===== config.mk =====
export PLATFORM = sky130hd
export DESIGN_NAME = ula_bcd_display
export DESIGN_NICKNAME = d
export VERILOG_FILES = /design/src/rtl/ula_bcd_display.sv
export SDC_FILE = /design/constraint.sdc
export NUM_CORES = 1
export LEC_CHECK = 0
export CAP_MARGIN = 25
export CORE_ASPECT_RATIO = 2
export CORE_UTILIZATION = 55
export DETAILED_ROUTE_END_ITERATION = 10
export PLACE_DENSITY = 0.82
export SYNTH_ARGS = -nofsm -noshare
export SYNTH_HDL_FRONTEND = slang
export SYNTH_SLANG_ARGS = --single-unit

===== constraint.sdc =====
create_clock -name clk -period 6.2 [get_ports clk]
set_clock_uncertainty 0.15 [all_clocks]
set_input_delay 1.24 -clock clk [delete_from_list [all_inputs] [get_ports clk]]
set_output_delay 1.24 -clock clk [all_outputs]
set_load 0.005 [all_outputs]

===== src/rtl/ula_bcd_display.sv =====
// ula_bcd_display: signed-magnitude add/subtract with registered result and 3-digit active-low 7-segment readout
module ula_bcd_display #(
  parameter logic [2:0] OP_ADD = 3'b000,
  parameter logic [2:0] OP_SUB = 3'b001
) (
  input  logic       clk,
  input  logic       rst_n,
  input  logic [7:0] a,
  input  logic [7:0] b,
  input  logic [2:0] op,
  input  logic       enable,
  output logic [8:0] r,
  output logic [6:0] seg_u,
  output logic [6:0] seg_t,
  output logic [6:0] seg_h,
  output logic       sign_n
);
  logic signed [8:0] sa, sb, v;
  logic [7:0] mag;
  logic [3:0] dig_u, dig_t, dig_h;

  function automatic logic [6:0] seg7(input logic [3:0] d);
    case (d)
      4'd0: seg7 = 7'b0000001;
      4'd1: seg7 = 7'b1001111;
      4'd2: seg7 = 7'b0010010;
      4'd3: seg7 = 7'b0000110;
      4'd4: seg7 = 7'b1001100;
      4'd5: seg7 = 7'b0100100;
      4'd6: seg7 = 7'b0100000;
      4'd7: seg7 = 7'b0001111;
      4'd8: seg7 = 7'b0000000;
      4'd9: seg7 = 7'b0000100;
      default: seg7 = 7'b1111111;
    endcase
  endfunction

  // 9-bit signed covers -254..+254, so the sum never overflows
  always_comb begin
    sa  = a[7] ? -$signed({2'b00, a[6:0]}) : $signed({2'b00, a[6:0]});
    sb  = b[7] ? -$signed({2'b00, b[6:0]}) : $signed({2'b00, b[6:0]});
    v   = (op == OP_SUB) ? sa - sb : sa + sb;
    mag = v[8] ? 8'(-v) : v[7:0];
  end

  always_ff @(posedge clk or negedge rst_n)
    if (!rst_n) r <= '0;
    else if (op == OP_ADD || op == OP_SUB) r <= {v[8], mag};

  always_comb begin
    dig_h  = 4'(r[7:0] / 8'd100);
    dig_t  = 4'((r[7:0] / 8'd10) % 8'd10);
    dig_u  = 4'(r[7:0] % 8'd10);
    seg_h  = enable ? seg7(dig_h) : 7'b1111111;
    seg_t  = enable ? seg7(dig_t) : 7'b1111111;
    seg_u  = enable ? seg7(dig_u) : 7'b1111111;
    sign_n = ~r[8];
  end
endmodule


Yosys cells after proc, flatten, opt, wreduce, memory -nomap -nowiden

Memories as Yosys holds them, arrays and structs flattened.
Index checks and enable logic that the tools add are counted.

Register bits after elaboration: 9
Bits in latches: 0
Bits in writable memories: 0
Bits in read-only memories: 336
Input bits: 22
Output and inout bits: 31
Logic and storage cells: 24
Memories kept: 3

Add/subtract/negate cells: 5
$mul: 0
Divide/modulo/power cells: 4
$lt $le $gt $ge: 0
Equal/unequal tests: 1
Shift operators: 0
Mux-type cells: 7
Bitwise operators: 1
Reduce and logical (&&, ||, !) cells: 2

Memory list:

| name            | words | width | read ports | clocked after Yosys merged registers in | write ports | line | text |
|---|---|---|---|---|---|---|---|
| (no name shown) | 16    | 7     | 1          | 0                                       | 0           | 23   | `case (d)` |
| (no name shown) | 16    | 7     | 1          | 0                                       | 0           | 23   |  |
| (no name shown) | 16    | 7     | 1          | 0                                       | 0           | 23   |  |

Operator list:

| kind                | number |
|---|---|
| $mux 9              | 3 |
| $mux 7              | 3 |
| $neg 7->9           | 2 |
| $mod 8x4->8 const B | 2 |
| $add 9x9->9         | 1 |
| $sub 9x9->9         | 1 |
| $div 8x4->8 const B | 1 |
| $div 8x7->8 const B | 1 |
| $mux 8              | 1 |
| $neg 8->8           | 1 |
| $eq 3x1->1 const B  | 1 |
| $logic_not 3->1     | 1 |
| $logic_or 1x1->1    | 1 |
| $not 1->1           | 1 |

Longest topological paths before layout

Gate-level depths: netlist of the first run.

Depth in word-level cells: 6
Gate-level depth with buffers: 21

Worst setup path after synthesis of the first run

No wires, ideal clock.

Kind: register -> output
Start point: reg r[5]
End point: out seg_t[2]
Data arrival time: 4.113 ns
Data required time: 4.810 ns
Slack: 0.697 ns
Cell stages (with the launch flop): 22
Path buffers: 2
Cell sequence: dfrtp_1 inv_1 ha_1 clkbuf_2 nor4bb_1 a211o_1 or3_1 a21o_1 buf_4 ha_1 inv_1 a211oi_1 mux2i_1 nor2_1 a211oi_2 inv_1 ha_1 nor2_1 nand2_1 nor3_1 a221oi_2 a41oi_1

Word-level cells in the longest chain between the ends: 4

RTL lines:

| element                | line | text |
|---|---|---|
| start, declared        | 12   | `output logic [8:0] r,` |
| start signal, assigned | 48   | `else if (op == OP_ADD \|\| op == OP_SUB) r <= {v[8], mag};` |
| $div 8x4->8            | 52   | `dig_t = 4'((r[7:0] / 8'd10) % 8'd10);` |
| $mod 8x4->8            | 52   |  |
| $mem_v2 16x7           | --   |  |
| $mux 7                 | 55   | `seg_t = enable ? seg7(dig_t) : 7'b1111111;` |
| end, declared          | 14   | `output logic [6:0] seg_t,` |

No other way between the ends.

Final worst setup path of the first run

Start point: reg r[6]
End point: out seg_u[1]

Word-level cells in the longest chain between the ends: 3

RTL lines:

| element       | line | text |
|---|---|---|
| $mod 8x4->8   | 53   | `dig_u = 4'(r[7:0] % 8'd10);` |
| $mem_v2 16x7  | --   |  |
| $mux 7        | 56   | `seg_u = enable ? seg7(dig_u) : 7'b1111111;` |
| end, declared | 13   | `output logic [6:0] seg_u,` |

No other way between the ends.

==> reports/results.ini, run 1 <==
[routing]
antenna_left=0
drt-pass1-iter-count=4
wl_per_cell_um=16.6
wl_um=9140
avgViaCountPerCell=6.54
routed-via-count=3605
drt_iter0_drc=189
drc=0

[sta]
hold_viol_final=0
maxSlewHeadroom_pct=43.5
timing.final.ws_setup_ps=105
fin_setup_tns_ps=0
final.min_clock_period_ps=6100
hold_ws_ps=361
finalCritPeriodShare_pct=98.3
worst_slew_pin_slew_ps=841
fmax_mhz=164
setup_viol=0
slew_violations=0

[global_routing]
grt_pass1_vias=3317
met2_usage_pct=59.3
grt_pass1_wl_um=14400
track_usage_pct=29.1
antenna_found_initial=0
top_usage_layer=met2
grtUsageMet3_pct=2.37
grt_max_degree=18
use_met1_pct=28.2
grt_overflow=0

[setup_path]
endpoint_kind=output port
cp_max_fo=15
path_class=flop to output port
critical_path.max_stage_delay_ps=570
worstPathRequired_ps=4810
rrSetupSlack_ps=4980
startpoint=r[6]
cp-start-kind=flop
path_cells=buf_4, or4b_4, a31oi_4, o21ai_0, or4b_4, and3_4, inv_4, buf_4, nor3_1, a211o_4, xnor2_4, inv_1, ha_1, o311ai_1, clkdlybuf4s50_1
cp_slowest_cell=clkdlybuf4s50_1
crit_family=simple AND/OR/NAND/NOR gates
r2r-start=r[2]
crit_arrival_ps=4710
critical_path_buf_inv_count=5

[clock_network]
htree_num_levels=1
cts_root_buf=clkbuf_8
insertion_delay_ps=240
clkTransAtPathRegs_ps=40
postCtsHoldBufs=0
ctsLongestPathBuffers=2
cts_tree=built
cts_sinks=9
cts_buffers=3

[cells_and_area]
area_growth_pct=25.6
fin_nets=543
largest_reg_flops=9
insertedDiodeCount=0
fin_util_pct=71.9
regMostFlops=r
reg.largest.list=r: 9 flops
drive_gt1_share_pct=12.8
fillers=446

[synth]
synth-seq-cells=9
syn-cell-area_um2=3130
synth_enable_flop_cells=0
async_flop_share_pct=100
ys.flop_type=dfrtp_1
yosysTopAreaCell=ha_1
syn_inst=443
yosysWarnings=0
yosysUniqueCellTypes=77
synth_area_leaders=ha_1 (11%), dfrtp_1 (7.2%), o21ai_0 (6.1%)
synth.yosys.seq_area_share_pct=7.20
syn_area_per_cell_um2=7.06
netlist.area_leader.share_pct=11.2
syn_nets=494

[place]
port_buffers=52
post-place-ws_ps=181
gp_congestion=0.931
hpwl_um=7040

[die]
rows=38
core_um2=5470
die_area_um2=6010
die_h_um=109
io_pins=53
initial_core_util_pct=57.2
fp.dieW_um=55.3

[min_path]
min_from=r[8]
hold_path.class=flop to flop

[run]
maxCapViolCount=0

[outcome]
outcome=finished, final reports clean

## Yosys cell counts (all sizes together) (2+ instances only)
master and n:
nor4 4, o22ai 2, inv 32, o2111ai 2
nand3b 3, o21ai 44, a32oi 3, ha 28
o21bai 2, and3 8, nand2 38, o211a 2
a2111oi 5, nor2b 7, a21o 8, a31oi 10
xnor2 18, a21oi 21, a221oi 2, dfrtp 9
a211oi 14, buf 11, a211o 4, nor2 30
a21boi 2, and2 4, or3 13, nor3b 4
clkbuf 15, nor3 14, o211ai 9, o21a 6
nand3 13, nand2b 10, nand4 3, or2 2
o32ai 2, o31ai 5, and4 4, mux2i 6
or4b 2, a41oi 2, xor2 5
## per-stage QoR
| step | area (µm²) | cells |
|---|---|---|
| global placement | 3690 | 543 |
| CTS | 3760 | 547 |
| floorplan | 3130 | 443 |
| detailed placement | 3690 | 543 |
| global route | 3930 | 551 |
| finish | 3930 | 551 |
## cells in the final DEF, fill, tap and decap left out, types with 3 or more instances in the layout
| cell | n |
|---|---|
| a211o_1 | 3 |
| a211oi_1 | 13 |
| a21o_1 | 8 |
| a21oi_1 | 20 |
| a31oi_1 | 7 |
| a32oi_1 | 3 |
| and2_1 | 4 |
| and3_1 | 7 |
| and4_1 | 4 |
| buf_4 | 18 |
| clkbuf_8 | 3 |
| clkdlybuf4s50_1 | 51 |
| dfrtp_1 | 9 |
| ha_1 | 21 |
| ha_2 | 4 |
| ha_4 | 3 |
| inv_1 | 29 |
| mux2i_1 | 6 |
| nand2_1 | 37 |
| nand2b_1 | 10 |
| nand3_1 | 12 |
| nand3b_1 | 3 |
| nand4_1 | 3 |
| nor2_1 | 30 |
| nor2b_1 | 6 |
| nor3_1 | 13 |
| nor3b_1 | 4 |
| o211ai_1 | 7 |
| o21a_1 | 6 |
| o21ai_0 | 38 |
| o21ai_1 | 5 |
| o31ai_1 | 4 |
| or3_1 | 13 |
| xnor2_1 | 17 |
| xor2_1 | 5 |
## final cells by class
cell class	count	area (µm²)	area share (%)
sequential	9	225	5.73
timing repair buffer	70	658	16.7
tap	60	75.1	1.91
clock buffer	4	45.0	1.15
multi-input combinational	376	2810	71.4
inverter	32	123	3.12
## layer usage
layer	share of wire, %	wire length, µm
met5	0	0
met4	3.5	316
met3	3.9	358
met2	57	5220
met1	36	3250
## repair_timing
item / CTS / global route
buffers inserted: 0 / 4
setup endpoints to repair: 6 / 10
gates resized for setup: 4 / 26
pin swaps: 0 / 3
## path summary, 6_finish.rpt
kind / endpoint / cells past startpoint
worst max-delay path: seg_u[1] / 15
max in group asynchronous: r[0] / 1
worst max register to register: r[2] / 2
worst min register to register: r[8] / 2
worst min-delay path: r[8] / 2
min in group asynchronous: r[8] / 1
## kinds of logic after synthesis
logic type      synth area share, %
compound gates                 35.9
xor+xnor                       6.44
fa+ha+maj                      12.2
buf+inv                        8.36
flops                          7.20
mux                            2.28
simple gates                   27.7
## worst register-to-register path: cells and delay by family, from the launching register on
family / cells / cell delay, ps
flip-flops: 1 / 540
AO/OA/AOI/OAI: 1 / 240
buffers and inverters: 1 / 210
Power of run 1 is left out: the tool's default activity adds up to more than one toggle a clock period on the data nets, which glitch-free logic cannot reach.
==> run 2, diff against run 1 <==
--- a/config.mk
+++ b/config.mk
@@ -5,10 +5,12 @@
 export SDC_FILE = /design/constraint.sdc
 export NUM_CORES = 1
 export LEC_CHECK = 0
+export ABC_AREA = 1
 export CAP_MARGIN = 25
 export CORE_ASPECT_RATIO = 2
-export CORE_UTILIZATION = 55
+export CORE_UTILIZATION = 53
 export DETAILED_ROUTE_END_ITERATION = 10
+export MAX_ROUTING_LAYER = met4
 export PLACE_DENSITY = 0.82
 export SYNTH_ARGS = -nofsm -noshare
 export SYNTH_HDL_FRONTEND = slang
==> run 2 against run 1 <==
Maximum frequency rose by 6.7%. Utilization fell by 2.4 points. Cell count fell by 4.0%. Worst setup slack improved by 390 ps. Die area fell by 13%. Sequential share of layout area rose by 1.3 points. Flip-flop and latch count did not move. Global-route usage fell by 0.50 points.
==> reports/results.ini, run 2 <==
[outcome]
outcome=finished, final reports clean  ; unchanged

[clock_network]
cts_sinks=9  ; unchanged
postCtsHoldBufs=0  ; unchanged
cts_tree=built  ; unchanged
clkTransAtPathRegs_ps=40  ; about the same
cts-resized-gates=0  ; was 4
insertion_delay_ps=240  ; about the same
ctsLongestPathBuffers=2  ; unchanged
cts_buffers=3  ; unchanged
htree_num_levels=1  ; unchanged
cts_setup_buffers=0  ; unchanged
cts_root_buf=clkbuf_8  ; unchanged

[synth]
ys.flop_type=dfrtp_1  ; unchanged
syn_area_per_cell_um2=6.18  ; was 7.06 µm²
yosysUniqueCellTypes=35  ; was 77
yosysMostFrequentCell=nand2_1
synth-seq-cells=9  ; unchanged
async_flop_share_pct=100  ; unchanged
syn_inst=421  ; was 443
synth_area_leaders=nand2_1 (14%), ha_1 (13%), inv_1 (9.2%)  ; was ha_1 (11%), dfrtp_1 (7.2%), o21ai_0 (6.1%)
synth_enable_flop_cells=0  ; unchanged
netlist.area_leader.share_pct=13.7  ; was 11.2%
yosysWarnings=0  ; unchanged
yosysTopAreaCell=nand2_1  ; was ha_1
synth.yosys.seq_area_share_pct=8.65  ; was 7.20%
syn-cell-area_um2=2600  ; was 3130 µm²
synthTopCellsByCount=nand2_1 (95), inv_1 (64), nand3_1 (32), nor2_1 (31), ha_1 (28)  ; was nand2_1 (38), o21ai_0 (38), inv_1 (30), nor2_1 (30), ha_1 (28)
syn_nets=472  ; was 494

[cells_and_area]
layout_common_cells=nand2_1 (95), inv_1 (64), clkdlybuf4s50_1 (52)  ; was clkdlybuf4s50_1 (51), o21ai_0 (38), nand2_1 (37)
drive_gt1_share_pct=14.1  ; was 12.8%
fin_nets=526  ; was 543
fin_cells=529  ; was 551
final_common_cell=nand2_1  ; was clkdlybuf4s50_1
regMostFlops=r  ; unchanged
area_growth_pct=23.9  ; was 25.6%
reg.largest.list=r: 9 flops  ; unchanged
insertedDiodeCount=0  ; unchanged
largest_reg_flops=9  ; unchanged

[sta]
slew_violations=0  ; unchanged
fmax_mhz=175  ; was 164 MHz
finalCritPeriodShare_pct=92.1  ; was 98.3%
fin_setup_tns_ps=0  ; unchanged
hold_viol_final=0  ; unchanged
rsz0062_at_grt=no
setup_viol=0  ; unchanged
worst_slew_pin_slew_ps=674  ; was 841 ps
maxSlewHeadroom_pct=54.9  ; was 43.5%
final.min_clock_period_ps=5710  ; was 6100 ps
timing.final.ws_setup_ps=490  ; was 105 ps

[routing]
antenna_left=0  ; unchanged
avgViaCountPerCell=5.25  ; was 6.54
routed-via-count=2775  ; was 3605
drc=0  ; unchanged
drt_iter0_drc=32  ; was 189
drt-pass1-iter-count=4  ; unchanged
wl_um=6440  ; was 9140 µm
wl_per_cell_um=12.2  ; was 16.6 µm

[die]
initial_core_util_pct=56.1  ; was 57.2%
core_um2=4640  ; was 5470 µm²
rows=35  ; was 38
die_h_um=101  ; was 109 µm
fp.dieW_um=51.6  ; was 55.3 µm
io_pins=53  ; unchanged
die_area_um2=5210  ; was 6010 µm²

[setup_path]
cp-start-kind=flop  ; unchanged
rrSetupSlack_ps=5130  ; was 4980 ps
worstPathRequired_ps=4810  ; about the same
path_class=flop to output port  ; unchanged
critical_path.max_stage_delay_ps=520  ; was 570 ps
crit_arrival_ps=4320  ; was 4710 ps
cp_max_fo=9  ; was 15
cp_slowest_cell=clkdlybuf4s50_1  ; unchanged
endpoint_kind=output port  ; unchanged

[global_routing]
grt_overflow=0  ; unchanged
antenna_found_initial=0  ; unchanged
grt_pass1_wl_um=11200  ; was 14400 µm
grt_max_degree=20  ; was 18
track_usage_pct=28.6  ; was 29.1%
grt_pass1_vias=2796  ; was 3317

[place]
gp_congestion=0.933  ; was 0.931
hpwl_um=5600  ; was 7040 µm
dp.cells=525  ; was 543
port_buffers=52  ; unchanged
post-place-ws_ps=729  ; was 181 ps

[min_path]
hold_path.class=flop to flop  ; unchanged

[run]
maxCapViolCount=0  ; unchanged

-- run 2: cell type report --
cell class / count / area [µm²]
Clock buffer: 4 / 45.0
Fill cell: 430 / 1420
Inverter: 80 / 300
Multi-Input combinational cell: 328 / 2060
Sequential cell: 9 / 225
Tap cell: 55 / 68.8
Timing Repair Buffer: 53 / 528
-- run 2: kinds of logic (layout without fill, tap and decap cells) --
kind of cell    Yosys count  count (layout)  share of synthesized area (%)
simple gates            211             211                           41.5
buf+inv                  84             137                           12.3
compound gates           57              57                           12.2
xor+xnor                 31              31                           11.2
fa+ha+maj                29              29                           14.2
flops                     9               9                           8.65
-- run 2: per-stage QoR --
stage | instance area (µm²) | util, % | hold slack, ps
2_1_floorplan | 2600 | - | 391
3_3_place_gp | 3180 | 68.5 | 430
3_5_place_dp | 3180 | 68.5 | 437
4_1_cts | 3230 | 69.5 | 445
5_1_grt | 3230 | 69.5 | 487
6_report | 3230 | 69.5 | 443
-- run 2: worst paths after layout --
check                            from  endpoint  cells after the start
worst min-delay path             r[8]      r[8]                      2
worst max-delay path             r[5]  seg_t[3]                     32
max in group asynchronous       rst_n      r[7]                      1
min in group asynchronous       rst_n      r[4]                      1
worst max register to register   r[1]      r[1]                      2
worst min register to register   r[8]      r[8]                      2
-- run 2: metal layers --
| layer | share of wire [%] | vias up | GRT usage, % |
|---|---|---|---|
| met5 | 0 | - | - |
| met4 | 4.5 | 0 | 13.1 |
| met3 | 1.6 | 24 | 2.11 |
| met2 | 61 | 54 | 60.0 |
| met1 | 33 | 1264 | 22.8 |
| li1 | - | 1433 | - |
-- run 2: worst max-delay path, delay by kind of cell, from the launching register on --
family | cells | cell delay, ps
AND/OR/NAND/NOR | 23 | 2010
buffers and inverters | 7 | 1070
adder cells (fa/ha/maj) | 2 | 530
flip-flops | 1 | 500
Power of run 2 is left out for the same reason.
